[config.mk]
export PLATFORM = sky130hd
export DESIGN_NAME = mem_arbiter
export DESIGN_NICKNAME = d
export VERILOG_FILES = /design/src/rtl/mem_arbiter.sv
export SDC_FILE = /design/constraint.sdc
export NUM_CORES = 1
export LEC_CHECK = 0
export CORE_MARGIN = 2
export CORE_UTILIZATION = 37
export DETAILED_ROUTE_END_ITERATION = 8
export MAX_ROUTING_LAYER = met4
export PLACE_DENSITY = 0.95
export SLEW_MARGIN = 20
export SYNTH_ARGS = -nofsm -noshare
export SYNTH_HDL_FRONTEND = slang
export SYNTH_SLANG_ARGS = --single-unit
[constraint.sdc]
create_clock -name Clock -period 2.2 [get_ports Clock]
set_input_delay 0.44 -clock Clock [delete_from_list [all_inputs] [get_ports Clock]]
set_output_delay 0.44 -clock Clock [all_outputs]
set_load 0.005 [all_outputs]
[src/rtl/mem_arbiter.sv]
// Two-port arbiter sharing one synchronous single-port memory.
// Each transaction runs IDLE -> ACCESS -> RESP, with an ack on RESP.
module mem_arbiter #(
  parameter int AW        = 16,
  parameter int DW        = 16,
  parameter int FIXED_PRI = 0
) (
  input  logic          Clock,
  input  logic          Reset,
  input  logic          Req0,
  input  logic [AW-1:0] Addr0,
  input  logic [DW-1:0] Wdata0,
  input  logic          W0,
  output logic          Ack0,
  output logic [DW-1:0] Rdata0,
  input  logic          Req1,
  input  logic [AW-1:0] Addr1,
  input  logic [DW-1:0] Wdata1,
  input  logic          W1,
  output logic          Ack1,
  output logic [DW-1:0] Rdata1,
  output logic [AW-1:0] Mem_ADDR,
  output logic [DW-1:0] Mem_DOUT,
  output logic          Mem_W,
  input  logic [DW-1:0] Mem_DIN,
  output logic          Busy,
  output logic          Owner
);

  typedef enum logic [1:0] {
    IDLE,
    ACCESS,
    RESP
  } state_e;

  state_e        state_q, state_d;
  logic [AW-1:0] addr_q, addr_d;
  logic [DW-1:0] dout_q, dout_d;
  logic          w_q, w_d;
  logic          owner_q, owner_d;
  logic          pick1;

  // On a tie in round-robin mode the port that did not win last time goes.
  assign pick1 = Req1 &&
    (!Req0 || ((FIXED_PRI == 0) && !owner_q));

  always_ff @(posedge Clock) begin
    if (Reset) begin
      state_q <= IDLE;
      addr_q  <= '0;
      dout_q  <= '0;
      w_q     <= 1'b0;
      owner_q <= 1'b1;
    end else begin
      state_q <= state_d;
      addr_q  <= addr_d;
      dout_q  <= dout_d;
      w_q     <= w_d;
      owner_q <= owner_d;
    end
  end

  always_comb begin
    state_d = state_q;
    addr_d  = addr_q;
    dout_d  = dout_q;
    w_d     = w_q;
    owner_d = owner_q;
    unique case (state_q)
      IDLE: begin
        w_d = 1'b0;
        if (Req0 || Req1) begin
          state_d = ACCESS;
          owner_d = pick1;
          addr_d  = pick1 ? Addr1  : Addr0;
          dout_d  = pick1 ? Wdata1 : Wdata0;
          w_d     = pick1 ? W1     : W0;
        end
      end
      ACCESS: begin
        w_d     = 1'b0;
        state_d = RESP;
      end
      RESP: begin
        state_d = IDLE;
      end
      default: begin
        w_d     = 1'b0;
        state_d = IDLE;
      end
    endcase
  end

  assign Mem_ADDR = addr_q;
  assign Mem_DOUT = dout_q;
  assign Mem_W    = w_q;
  assign Owner    = owner_q;
  assign Busy     = (state_q != IDLE);
  assign Ack0     = (state_q == RESP) && !owner_q;
  assign Ack1     = (state_q == RESP) &&  owner_q;
  assign Rdata0   = Mem_DIN;
  assign Rdata1   = Mem_DIN;

endmodule

==> summary.md, run 1 <==
| Metric | Value |
|---|---|
| Post-synthesis simple-gate area fraction | `0.151` |
| Tmin final | `1.87 ns` |
| Vias per cell | `5.06` |
| Worst Tran Pin Value | `0.966 ns` |
| Top FF cell, synth | `dfxtp_1` |
| Postcts setup bufs | `0` |
| Worst Clk Skew | `0.00190 ns` |
| Register bit total from synthesis | `36` |
| Die width | `78.9 um` |
| Most common cell after layout, fill and taps aside | `clkdlybuf4s50_1` |
| Status | `completed` |
| Core Region | `5470 um^2` |
| Top Ports | `155` |
| WP data required | `1.76 ns` |
| Static Leak | `1.10 nW` |
| Power Density | `615 nW/um^2` |
| Filler instances | `502` |
| Antenna Cells | `0` |
| Final worst slack | `0.332 ns` |
| Fin nets | `388` |
| Remaining Overflow, GRT | `0` |
| Unrepaired setup endpoints after global routing | `no` |
| Post-Route WL | `5.30 mm` |
| Initial DRC Count | `72` |
| Vias in the first global route | `1846` |
| Worst vdd ir | `0.262 mV` |
| Max clock buf depth | `2` |
| Rows | `27` |
| Max Slew Vio Count | `0` |
| Sum Neg Setup Slack | `0 ns` |
| Count of unique library cells instantiated by Yosys | `20` |
| Mux share of post-synthesis cell area | `0` |
| Fraction of layout cells with a size suffix above 1 | `0.152` |
| Final setup fails | `0` |
| CP Capture Type | `output port` |
| Most frequent cells in the layout | `clkdlybuf4s50_1, nand2_1, dfxtp_1, a21oi_1, a311oi_2` |
| GRT Resource Usage Total | `0.174` |
| Hold Crit Class | `flip-flop to flip-flop` |
| Fmax | `0.535 GHz` |
| CP Data Arrival Time | `1.43 ns` |
| Worst-path clk slew | `0.07 ns` |
| Ys async rst share | `0` |
| I/O Buffers | `106` |
| Worst slack at placement | `0.188 ns` |
| EDFF count, synth | `0` |
| Post-synthesis compound-gate area fraction | `0.323` |
| Final cell count without fillers | `375` |
| Final hold violation count | `0` |
| RePlAce Congestion | `0.724` |
| Adder-cell share of the synthesized area | `0` |
| CTS buffer count | `5` |
| Residual DRC | `0` |
| Post-DRT Antenna Nets | `0` |
| Total power | `1.85 mW` |
| Initial Util | `0.379` |
| Register area share after synthesis | `0.347` |
| Via count | `1898` |
| Synth Area in XOR/XNOR | `0` |
| DR WL/cell | `14.1 um` |
| First-pass GRT wire length | `8.51 mm` |
| P&R area growth vs syn | `45.1%` |
| Post-synth design cell area | `2070 um^2` |
| Pin count of the biggest net entering global routing | `37` |
| Die Footprint | `6220 um^2` |
| Syn Nets | `322` |
| Placed cells | `367` |
| Clock network latency to the later pin of the worst-skew pair | `0.28 ns` |
| Clock sink count | `36` |
| Startpoint Class | `flip-flop` |
| Mean Syn Cell Area | `8.79 um^2` |
| MaxCap Viol Count | `0` |
| CTS Root Cell | `clkbuf_8` |
| YS warnings | `0` |
| Die Ht | `78.9 um` |
| First-pass iteration count of the detailed router | `4` |
| Combinational family with the most area after synthesis | `compound AO/OA/AOI/OAI gates` |
| Critical path fanouts, max | `5` |
| H-tree depth | `2` |
| CTS tree | `yes` |
| Initial antenna violation count | `0` |
| Slew headroom | `0.356` |
| Final period util | `0.849` |
| Post-DP HPWL | `3.80 mm` |
| Hold_buf cts | `0` |
| Post-Syn Instances | `236` |
| PostCTS Resize Cnt | `0` |
| Kind of critical path | `flip-flop to output port` |
[layer usage]
layer / wire [um] / global-route usage / vias up
met4: 65 / 0.0621 / 0
li1: - / - / 926
met3: 386 / 0.0432 / 11
met5: 0 / - / -
met1: 2150 / 0.192 / 880
met2: 2710 / 0.306 / 81
[metrics by stage]
| stage | area [um^2] | util | hold WS (ns) |
|---|---|---|---|
| global route | 3010 | 0.550 | 0.543 |
| finish | 3010 | 0.550 | 0.507 |
| floorplan | 2070 | - | 0.461 |
| global placement | 2920 | 0.534 | 0.479 |
| detailed placement | 2920 | 0.534 | 0.487 |
| CTS | 3010 | 0.550 | 0.507 |
[sequential cells by signal (all words and copies together) (netlist names)]
register  count
Owner         1
state_q       2
Mem_W         1
Mem_DOUT     16
Mem_ADDR     16
[where the power goes]
group          switching [mW]  total [mW]  internal (mW)  leakage (nW)
clock network           0.217       0.472          0.255        0.0455
logic                   0.252       0.608          0.356         0.752
registers              0.0442       0.772          0.728         0.299
total                   0.513        1.85           1.34          1.10
[worst paths after layout]
check	from	to	slack, ns	cells after the start
worst max-delay path	state_q[1]$_SDFFE_PP0P_	Ack0	0.33	2
worst min register to register	state_q[1]$_SDFFE_PP0P_	state_q[1]$_SDFFE_PP0P_	0.51	1
worst max register to register	state_q[1]$_SDFFE_PP0P_	Mem_DOUT[10]$_SDFFE_PP0P_	0.55	4
worst min-delay path	state_q[1]$_SDFFE_PP0P_	state_q[1]$_SDFFE_PP0P_	0.51	1
[critical path: stages, from the launching register on]
cell and delay (ns):
dfxtp_1 0.39, nor3b_1 0.22, clkdlybuf4s50_1 0.54
[Yosys cell counts (2+ instances only)]
master    count  share of area
nand2_1      66           0.12
dfxtp_1      36           0.35
a21oi_1      34          0.082
buf_4        32           0.12
a311oi_2     29           0.21
clkbuf_1     13          0.024
buf_6         5          0.027
buf_2         4         0.0097
a311oi_1      3          0.013
and3b_1       2         0.0084
nor2b_1       2         0.0060
nor3b_1       2         0.0072
[cell type report]
cell class | instances | area (um^2) | share of cell area
inverters | 1 | 3.75 | 0.00125
well taps | 72 | 90.1 | 0.0299
repair buffers | 113 | 1120 | 0.372
clock buffers | 8 | 90.1 | 0.0299
flip-flops and latches | 36 | 721 | 0.239
multi-input cells | 145 | 985 | 0.327
[kinds of logic after synthesis]
family / after synthesis
AO/OA/AOI/OAI: 70
AND/OR/NAND/NOR: 75
flip-flops: 36
buffers and inverters: 55
No activity file was read; power rests on OpenSTA's default activity.
==> run 2: changes to the inputs <==
CORE_UTILIZATION = 31   (was 37)
PLACE_DENSITY = 0.89   (was 0.95)
clock period = 1.68 ns   (was 2.2 ns; I/O delays follow)
==> run 2 against run 1 <==
Net effect: highest routed layer unchanged; design area is 3.0% higher; clock skew is 0.0040 ns higher; total power is 31% higher; global-route usage decreased by 1.3 points; critical path depth is 1 higher; sequential share of layout area down 0.49 points; the run now ends with DRC left; critical endpoint is now Busy; combinational power rose by 38%; via count rose by 3.0%; sequential power rose by 31%; register-to-register slack worse by 0.21 ns; die area increased by 18%; core utilization shrank 6.7 points.
==> summary.md, run 2 (synthesis gave the netlist of run 1 again) <==
| Metric | Value |
|---|---|
| Worst-path clk slew | `0.07 ns (about the same)` |
| Final Cell Area | `3100 um^2 (was 3010 um^2)` |
| Static Leak | `1.14 nW (was 1.10 nW)` |
| Critical path fanouts, max | `5 (unchanged)` |
| Initial DRC Count | `96 (was 72)` |
| Initial antenna violation count | `0 (unchanged)` |
| Top Ports | `155 (unchanged)` |
| Status | `complete, but fails checks (was completed)` |
| Rows | `29 (was 27)` |
| Vias in the first global route | `1848 (was 1846)` |
| CP Capture Type | `output port (unchanged)` |
| Hold slack | `0.471 ns (was 0.507 ns)` |
| R2R cell count | `3 (was 4)` |
| First-pass iteration count of the detailed router | `7 (was 4)` |
| Final hold violation count | `0 (unchanged)` |
| CP Launch Point | `state_q[1]$_SDFFE_PP0P_ (unchanged)` |
| Via count | `1955 (was 1898)` |
| Fin nets | `393 (was 388)` |
| Tmin final | `1.62 ns` |
| Initial Util | `0.323 (was 0.379)` |
| MaxCap Viol Count | `0 (unchanged)` |
| Failing checks | `DRC` |
| Clock network latency to the later pin of the worst-skew pair | `0.28 ns (about the same)` |
| Pin count of the biggest net entering global routing | `34 (was 37)` |
| Final cell utilization of the core | `0.483 (was 0.550)` |
| Hold Crit Class | `flip-flop to flip-flop (unchanged)` |
| Fraction of layout cells with a size suffix above 1 | `0.179 (was 0.152)` |
| Final worst slack | `0.0624 ns (was 0.332 ns)` |
| Worst Clk Skew | `0.00590 ns (was 0.00190 ns)` |
| Max Slew Vio Count | `0 (unchanged)` |
| CTS Root Cell | `clkbuf_8 (unchanged)` |
| Post-DP HPWL | `4.31 mm (was 3.80 mm)` |
| WP data required | `1.34 ns (was 1.76 ns)` |
| H-tree depth | `2 (unchanged)` |
| Max clock buf depth | `2 (unchanged)` |
| Fmax | `0.618 GHz` |
| Slew headroom | `0.661 (was 0.356)` |
| Unrepaired setup endpoints after global routing | `no (unchanged)` |
| Startpoint Class | `flip-flop (unchanged)` |
| Critical path endpoint | `Busy (was Ack0)` |
| Die width | `85.8 um (was 78.9 um)` |
| CP Data Arrival Time | `1.28 ns (was 1.43 ns)` |
| Most frequent cells in the layout | `clkdlybuf4s50_1, nand2_1, a21oi_1, dfxtp_1, a311oi_2 (was clkdlybuf4s50_1, nand2_1, dfxtp_1, a21oi_1, a311oi_2)` |
| Worst Tran Pin Value | `0.509 ns (was 0.966 ns)` |
| RR Endpoint | `Mem_DOUT[8]$_SDFFE_PP0P_ (was Mem_DOUT[10]$_SDFFE_PP0P_)` |
| Hold_sp | `state_q[1]$_SDFFE_PP0P_ (unchanged)` |
| Post-DRT Antenna Nets | `0 (unchanged)` |
| Residual DRC | `8 (was 0)` |
| RePlAce Congestion | `0.811 (was 0.724)` |
| Core Region | `6420 um^2 (was 5470 um^2)` |
| GRT Resource Usage Total | `0.161 (was 0.174)` |
| Worst vdd ir | `0.297 mV (was 0.262 mV)` |
| Cell Area, Placed | `3000 um^2 (was 2920 um^2)` |
| P&R area growth vs syn | `49.5% (was 45.1%)` |
| Most common cell after layout, fill and taps aside | `clkdlybuf4s50_1 (unchanged)` |
| Antenna Cells | `0 (unchanged)` |
| CTS tree | `yes (unchanged)` |
| DR WL/cell | `15.5 um (was 14.1 um)` |
| Sum Neg Setup Slack | `0 ns (unchanged)` |
| Final setup fails | `0 (unchanged)` |
| R2r setup slk | `0.34 ns (was 0.55 ns)` |
| Post-Route WL | `5.94 mm (was 5.30 mm)` |
| Worst slack at placement | `-0.224 ns (was 0.188 ns)` |
| Die Footprint | `7360 um^2 (was 6220 um^2)` |
| Vias per cell | `5.09 (was 5.06)` |
| Kind of critical path | `flip-flop to output port (unchanged)` |
| Final period util | `0.963` |
| Power Density | `783 nW/um^2 (was 615 nW/um^2)` |
| Die Ht | `85.8 um (was 78.9 um)` |
| Clock sink count | `36 (unchanged)` |
| I/O Buffers | `106 (unchanged)` |
| CTS buffer count | `5 (unchanged)` |
| Remaining Overflow, GRT | `0 (unchanged)` |
| First-pass GRT wire length | `9.20 mm (was 8.51 mm)` |
| RR Startpoint | `state_q[1]$_SDFFE_PP0P_ (unchanged)` |
==> run 2: changes by cell type in the layout (fill, tap and decap cells not counted), sizes merged <==
cell,change
and2,+1
buf,+4
clkbuf,-2
clkdlybuf4s50,-2
clkinv,+1
dlygate4sd2,+2
==> run 2: repair_timing <==
action	in CTS	in global routing
setup buffers	0	0
gates resized for setup	6	2
hold buffers	0	0
endpoints found under the hold margin	0	0
endpoints found under the setup margin	3	16
cloned	0	1
==> run 2: where the power goes <==
group | total (mW) | internal [mW] | switching [mW]
clock network | 0.574 | 0.282 | 0.292
logic | 0.840 | 0.489 | 0.351
registers | 1.01 | 0.954 | 0.0603
total | 2.43 | 1.73 | 0.703
==> run 2: routing by layer <==
layer  share of wire  GRT usage  up-vias
li1                -          -      940
met1            0.40      0.201      913
met2            0.49      0.256       82
met3           0.084     0.0366       20
met4           0.021     0.0563        0
met5               0          -        -
==> run 2: final cells by class <==
type	instances	area, um^2
fill	617	3320
timing repair buffer	117	1190
multi-input combinational	146	1010
sequential	36	727
tap	77	96.3
clock buffer	6	72.6
clock inverter	1	5.00
inverter	1	3.75
==> run 2: worst max-delay path: stages (launching register included) <==
cell             delay [ns]
dfxtp_2                0.35
nor2_4                 0.17
inv_1                  0.05
clkdlybuf4s50_1        0.44
==> run 2: how the worst min path moves through the flow <==
| stage | slack, ns | depth (start not counted) | to |
|---|---|---|---|
| global placement | 0.48 | 1 | state_q[1]$_SDFFE_PP0P_ |
| finish | 0.47 | 1 | state_q[1]$_SDFFE_PP0P_ |
| detailed placement | 0.49 | 1 | state_q[1]$_SDFFE_PP0P_ |
| floorplan | 0.46 | 1 | state_q[1]$_SDFFE_PP0P_ |
| global route | 0.48 | 1 | state_q[1]$_SDFFE_PP0P_ |
| CTS | 0.44 | 1 | state_q[1]$_SDFFE_PP0P_ |
==> run 2: through the flow <==
| stage | std cells | power (mW) |
|---|---|---|
| finish | 384 | 2.43 |
| global route | 384 | 2.55 |
| CTS | 383 | 2.44 |
| detailed placement | 376 | 1.86 |
| global placement | 376 | 1.84 |
| floorplan | 236 | 1.48 |
==> run 3: changes to the inputs <==
CELL_PAD_IN_SITES_DETAIL_PLACEMENT = 0   (was not set)
CELL_PAD_IN_SITES_GLOBAL_PLACEMENT = 1   (was not set)
CORE_UTILIZATION = 21   (was 31)
==> run 3 against run 2 <==
Net effect: the run now ends clean; count of clock-buffer cells in the layout grew 1; total power grew 12%; combinational power grew 2%; sequential share of layout area shrank 1.0 points; hold slack lost 0.11 ns; sequential cell count is the same; global-route usage shrank 4.9 points; final cell count grew 16%; via count grew 1.3%; critical path depth is the same; design area grew 5.0%; die area grew 45%.
==> summary.md, run 3 (synthesis gave the netlist of run 1 again) <==
| Metric | Value |
|---|---|
| Core Region | `9680 um^2 (was 6420 um^2)` |
| Worst Clk Skew | `0.00586 ns (was 0.00590 ns)` |
| Max clock buf depth | `2 (unchanged)` |
| DR WL/cell | `13.6 um (was 15.5 um)` |
| GRT Resource Usage Total | `0.112 (was 0.161)` |
| P&R area growth vs syn | `57.0% (was 49.5%)` |
| Hold Path End | `Mem_ADDR[6]$_SDFFE_PP0P_ (was state_q[1]$_SDFFE_PP0P_)` |
| Initial Util | `0.214 (was 0.323)` |
| Fmax | `0.621 GHz (was 0.618 GHz)` |
| Via count | `1980 (was 1955)` |
| Tmin final | `1.61 ns (was 1.62 ns)` |
| Post-DP HPWL | `4.51 mm (was 4.31 mm)` |
| Final setup fails | `0 (unchanged)` |
| Fin nets | `396 (was 393)` |
| CP peak stage delay | `0.44 ns (about the same)` |
| Buf/Inv on CP | `2 (unchanged)` |
| RR Startpoint | `state_q[0]$_SDFFE_PP0P_ (was state_q[1]$_SDFFE_PP0P_)` |
| Initial antenna violation count | `0 (unchanged)` |
| Die Ht | `103 um (was 85.8 um)` |
| CTS Root Cell | `clkbuf_8 (unchanged)` |
| Clock network latency to the later pin of the worst-skew pair | `0.29 ns (was 0.28 ns)` |
| Most frequent cells in the layout | `clkdlybuf4s50_1, nand2_1, a21oi_1, dfxtp_1, a311oi_2 (unchanged)` |
| R2r setup slk | `0.23 ns (was 0.34 ns)` |
| Fraction of layout cells with a size suffix above 1 | `0.193 (was 0.179)` |
| RePlAce Congestion | `0.721 (was 0.811)` |
| Worst path top cell family by delay | `buffers and inverters (unchanged)` |
| R2R cell count | `4 (was 3)` |
| Die Footprint | `10700 um^2 (was 7360 um^2)` |
| Kind of critical path | `flip-flop to output port (unchanged)` |
| Max Slew Vio Count | `0 (unchanged)` |
| Hold_buf cts | `0 (unchanged)` |
| Placed cells | `432 (was 376)` |
| Hold_sp | `Reset (was state_q[1]$_SDFFE_PP0P_)` |
| H-tree depth | `2 (unchanged)` |
| RR Endpoint | `Mem_ADDR[1]$_SDFFE_PP0P_ (was Mem_DOUT[8]$_SDFFE_PP0P_)` |
| Worst Tran Pin Value | `0.533 ns (was 0.509 ns)` |
| Metal2 WL | `2.98 mm (was 2.93 mm)` |
| Final cell count without fillers | `444 (was 384)` |
| WP data required | `1.34 ns (about the same)` |
| Final hold violation count | `0 (unchanged)` |
| CP Cell Sequence | `nor2_4 > inv_1 > clkdlybuf4s50_1 (unchanged)` |
| First-pass GRT wire length | `9.13 mm (was 9.20 mm)` |
| Vias per cell | `4.46 (was 5.09)` |
| First-pass iteration count of the detailed router | `4 (was 7)` |
| Post-DRT Antenna Nets | `0 (unchanged)` |
| I/O Buffers | `106 (unchanged)` |
| Slew headroom | `0.645 (was 0.661)` |
| CP Data Arrival Time | `1.27 ns (was 1.28 ns)` |
| Pin count of the biggest net entering global routing | `34 (unchanged)` |
| Met3 wire len | `429 um (was 496 um)` |
| Final cell utilization of the core | `0.336 (was 0.483)` |
| Status | `completed (was complete, but fails checks)` |
| Residual DRC | `0 (was 8)` |
| Worst-path clk slew | `0.07 ns (about the same)` |
| Rows | `36 (was 29)` |
| Area occupied by multi-input gates | `1000 um^2 (was 1010 um^2)` |
| CTS buffer count | `5 (unchanged)` |
| Worst path slowest cell | `clkdlybuf4s50_1 (unchanged)` |
| Top Ports | `155 (unchanged)` |
| Clock sink count | `36 (unchanged)` |
| Hold Crit Depth | `2 (was 1)` |
| CP Capture Type | `output port (unchanged)` |
| CTS tree | `yes (unchanged)` |
| Critical path fanouts, max | `5 (unchanged)` |
| Final period util | `0.958 (was 0.963)` |
| Sequential cell area | `729 um^2 (was 727 um^2)` |
| Startpoint Class | `flip-flop (unchanged)` |
| Initial DRC Count | `69 (was 96)` |
| Hold slack | `0.360 ns (was 0.471 ns)` |
| Top sig layer | `met4 (unchanged)` |
| Hold Crit Class | `input pin to flip-flop (was flip-flop to flip-flop)` |
| Static Leak | `1.19 nW (was 1.14 nW)` |
| Met1 wire length | `2.53 mm (was 2.39 mm)` |
| Most common cell after layout, fill and taps aside | `clkdlybuf4s50_1 (unchanged)` |
| Filler instances | `992 (was 617)` |
| Power Density | `836 nW/um^2 (was 783 nW/um^2)` |
| Post-Route WL | `6.04 mm (was 5.94 mm)` |
| Remaining Overflow, GRT | `0 (unchanged)` |
| Worst vdd ir | `0.315 mV (was 0.297 mV)` |
| Die width | `103 um (was 85.8 um)` |
| Antenna Cells | `0 (unchanged)` |
| Vias in the first global route | `1905 (was 1848)` |
| MaxCap Viol Count | `0 (unchanged)` |
-- run 3: cell types whose count changed in the layout (fill, tap and decap cells not counted) --
cell,delta
dfxtp_4,+1
clkbuf_8,+2
bufinv_16,+1
buf_12,+1
dfxtp_2,-1
and2_2,-1
clkbuf_1,-1
clkinv_2,-1
buf_4,+3
-- run 3: routing by layer --
| layer | track usage | vias up |
|---|---|---|
| met5 | - | - |
| met4 | 0.0435 | 0 |
| met3 | 0.0215 | 12 |
| met2 | 0.203 | 87 |
| met1 | 0.120 | 933 |
| li1 | - | 948 |
-- run 3: area by class of cell --
cell class | count | area share
Clock inverter | 1 | 0.00922
Tap cell | 133 | 0.0511
Sequential cell | 36 | 0.224
Timing Repair Buffer | 121 | 0.377
Inverter | 1 | 0.00115
Clock buffer | 7 | 0.0296
Multi-Input combinational cell | 145 | 0.308
-- run 3: report_power, final --
part	internal [mW]	switching (mW)
Combinational	0.503	0.355
Sequential	0.953	0.0594
Clock	0.524	0.328
Total	1.98	0.742
-- run 3: through the flow --
step	setup slack (ns)	TNS [ns]	power [mW]	cell area (um^2)
3_5_place_dp	-0.201	-5.98	1.88	3090
5_1_grt	-0.000912	-0.000912	2.85	3260
2_1_floorplan	0.338	0	1.48	2070
3_3_place_gp	-0.142	-4.45	1.86	3090
4_1_cts	0.0486	0	2.76	3240
6_report	0.0707	0	2.72	3260
-- run 3: worst max path at each step --
stage	slack, ns	cells after the start	start	to
floorplan	0.34	6	Req0	Mem_ADDR[10]$_SDFFE_PP0P_
global placement	-0.14	4	Req1	Mem_ADDR[14]$_SDFFE_PP0P_
detailed placement	-0.20	4	Req1	Mem_ADDR[1]$_SDFFE_PP0P_
CTS	0.05	3	state_q[1]$_SDFFE_PP0P_	Busy
global route	-0.0009	3	state_q[0]$_SDFFE_PP0P_	Busy
finish	0.07	3	state_q[0]$_SDFFE_PP0P_	Busy
-- run 3: what timing repair did --
action | in CTS | in global routing
gates cloned | 0 | 0
buffers inserted | 2 | 2
endpoints found under the hold margin | 0 | 0
setup endpoints to repair | 4 | 1
gates resized for setup | 8 | 0
pin swaps | 0 | 1
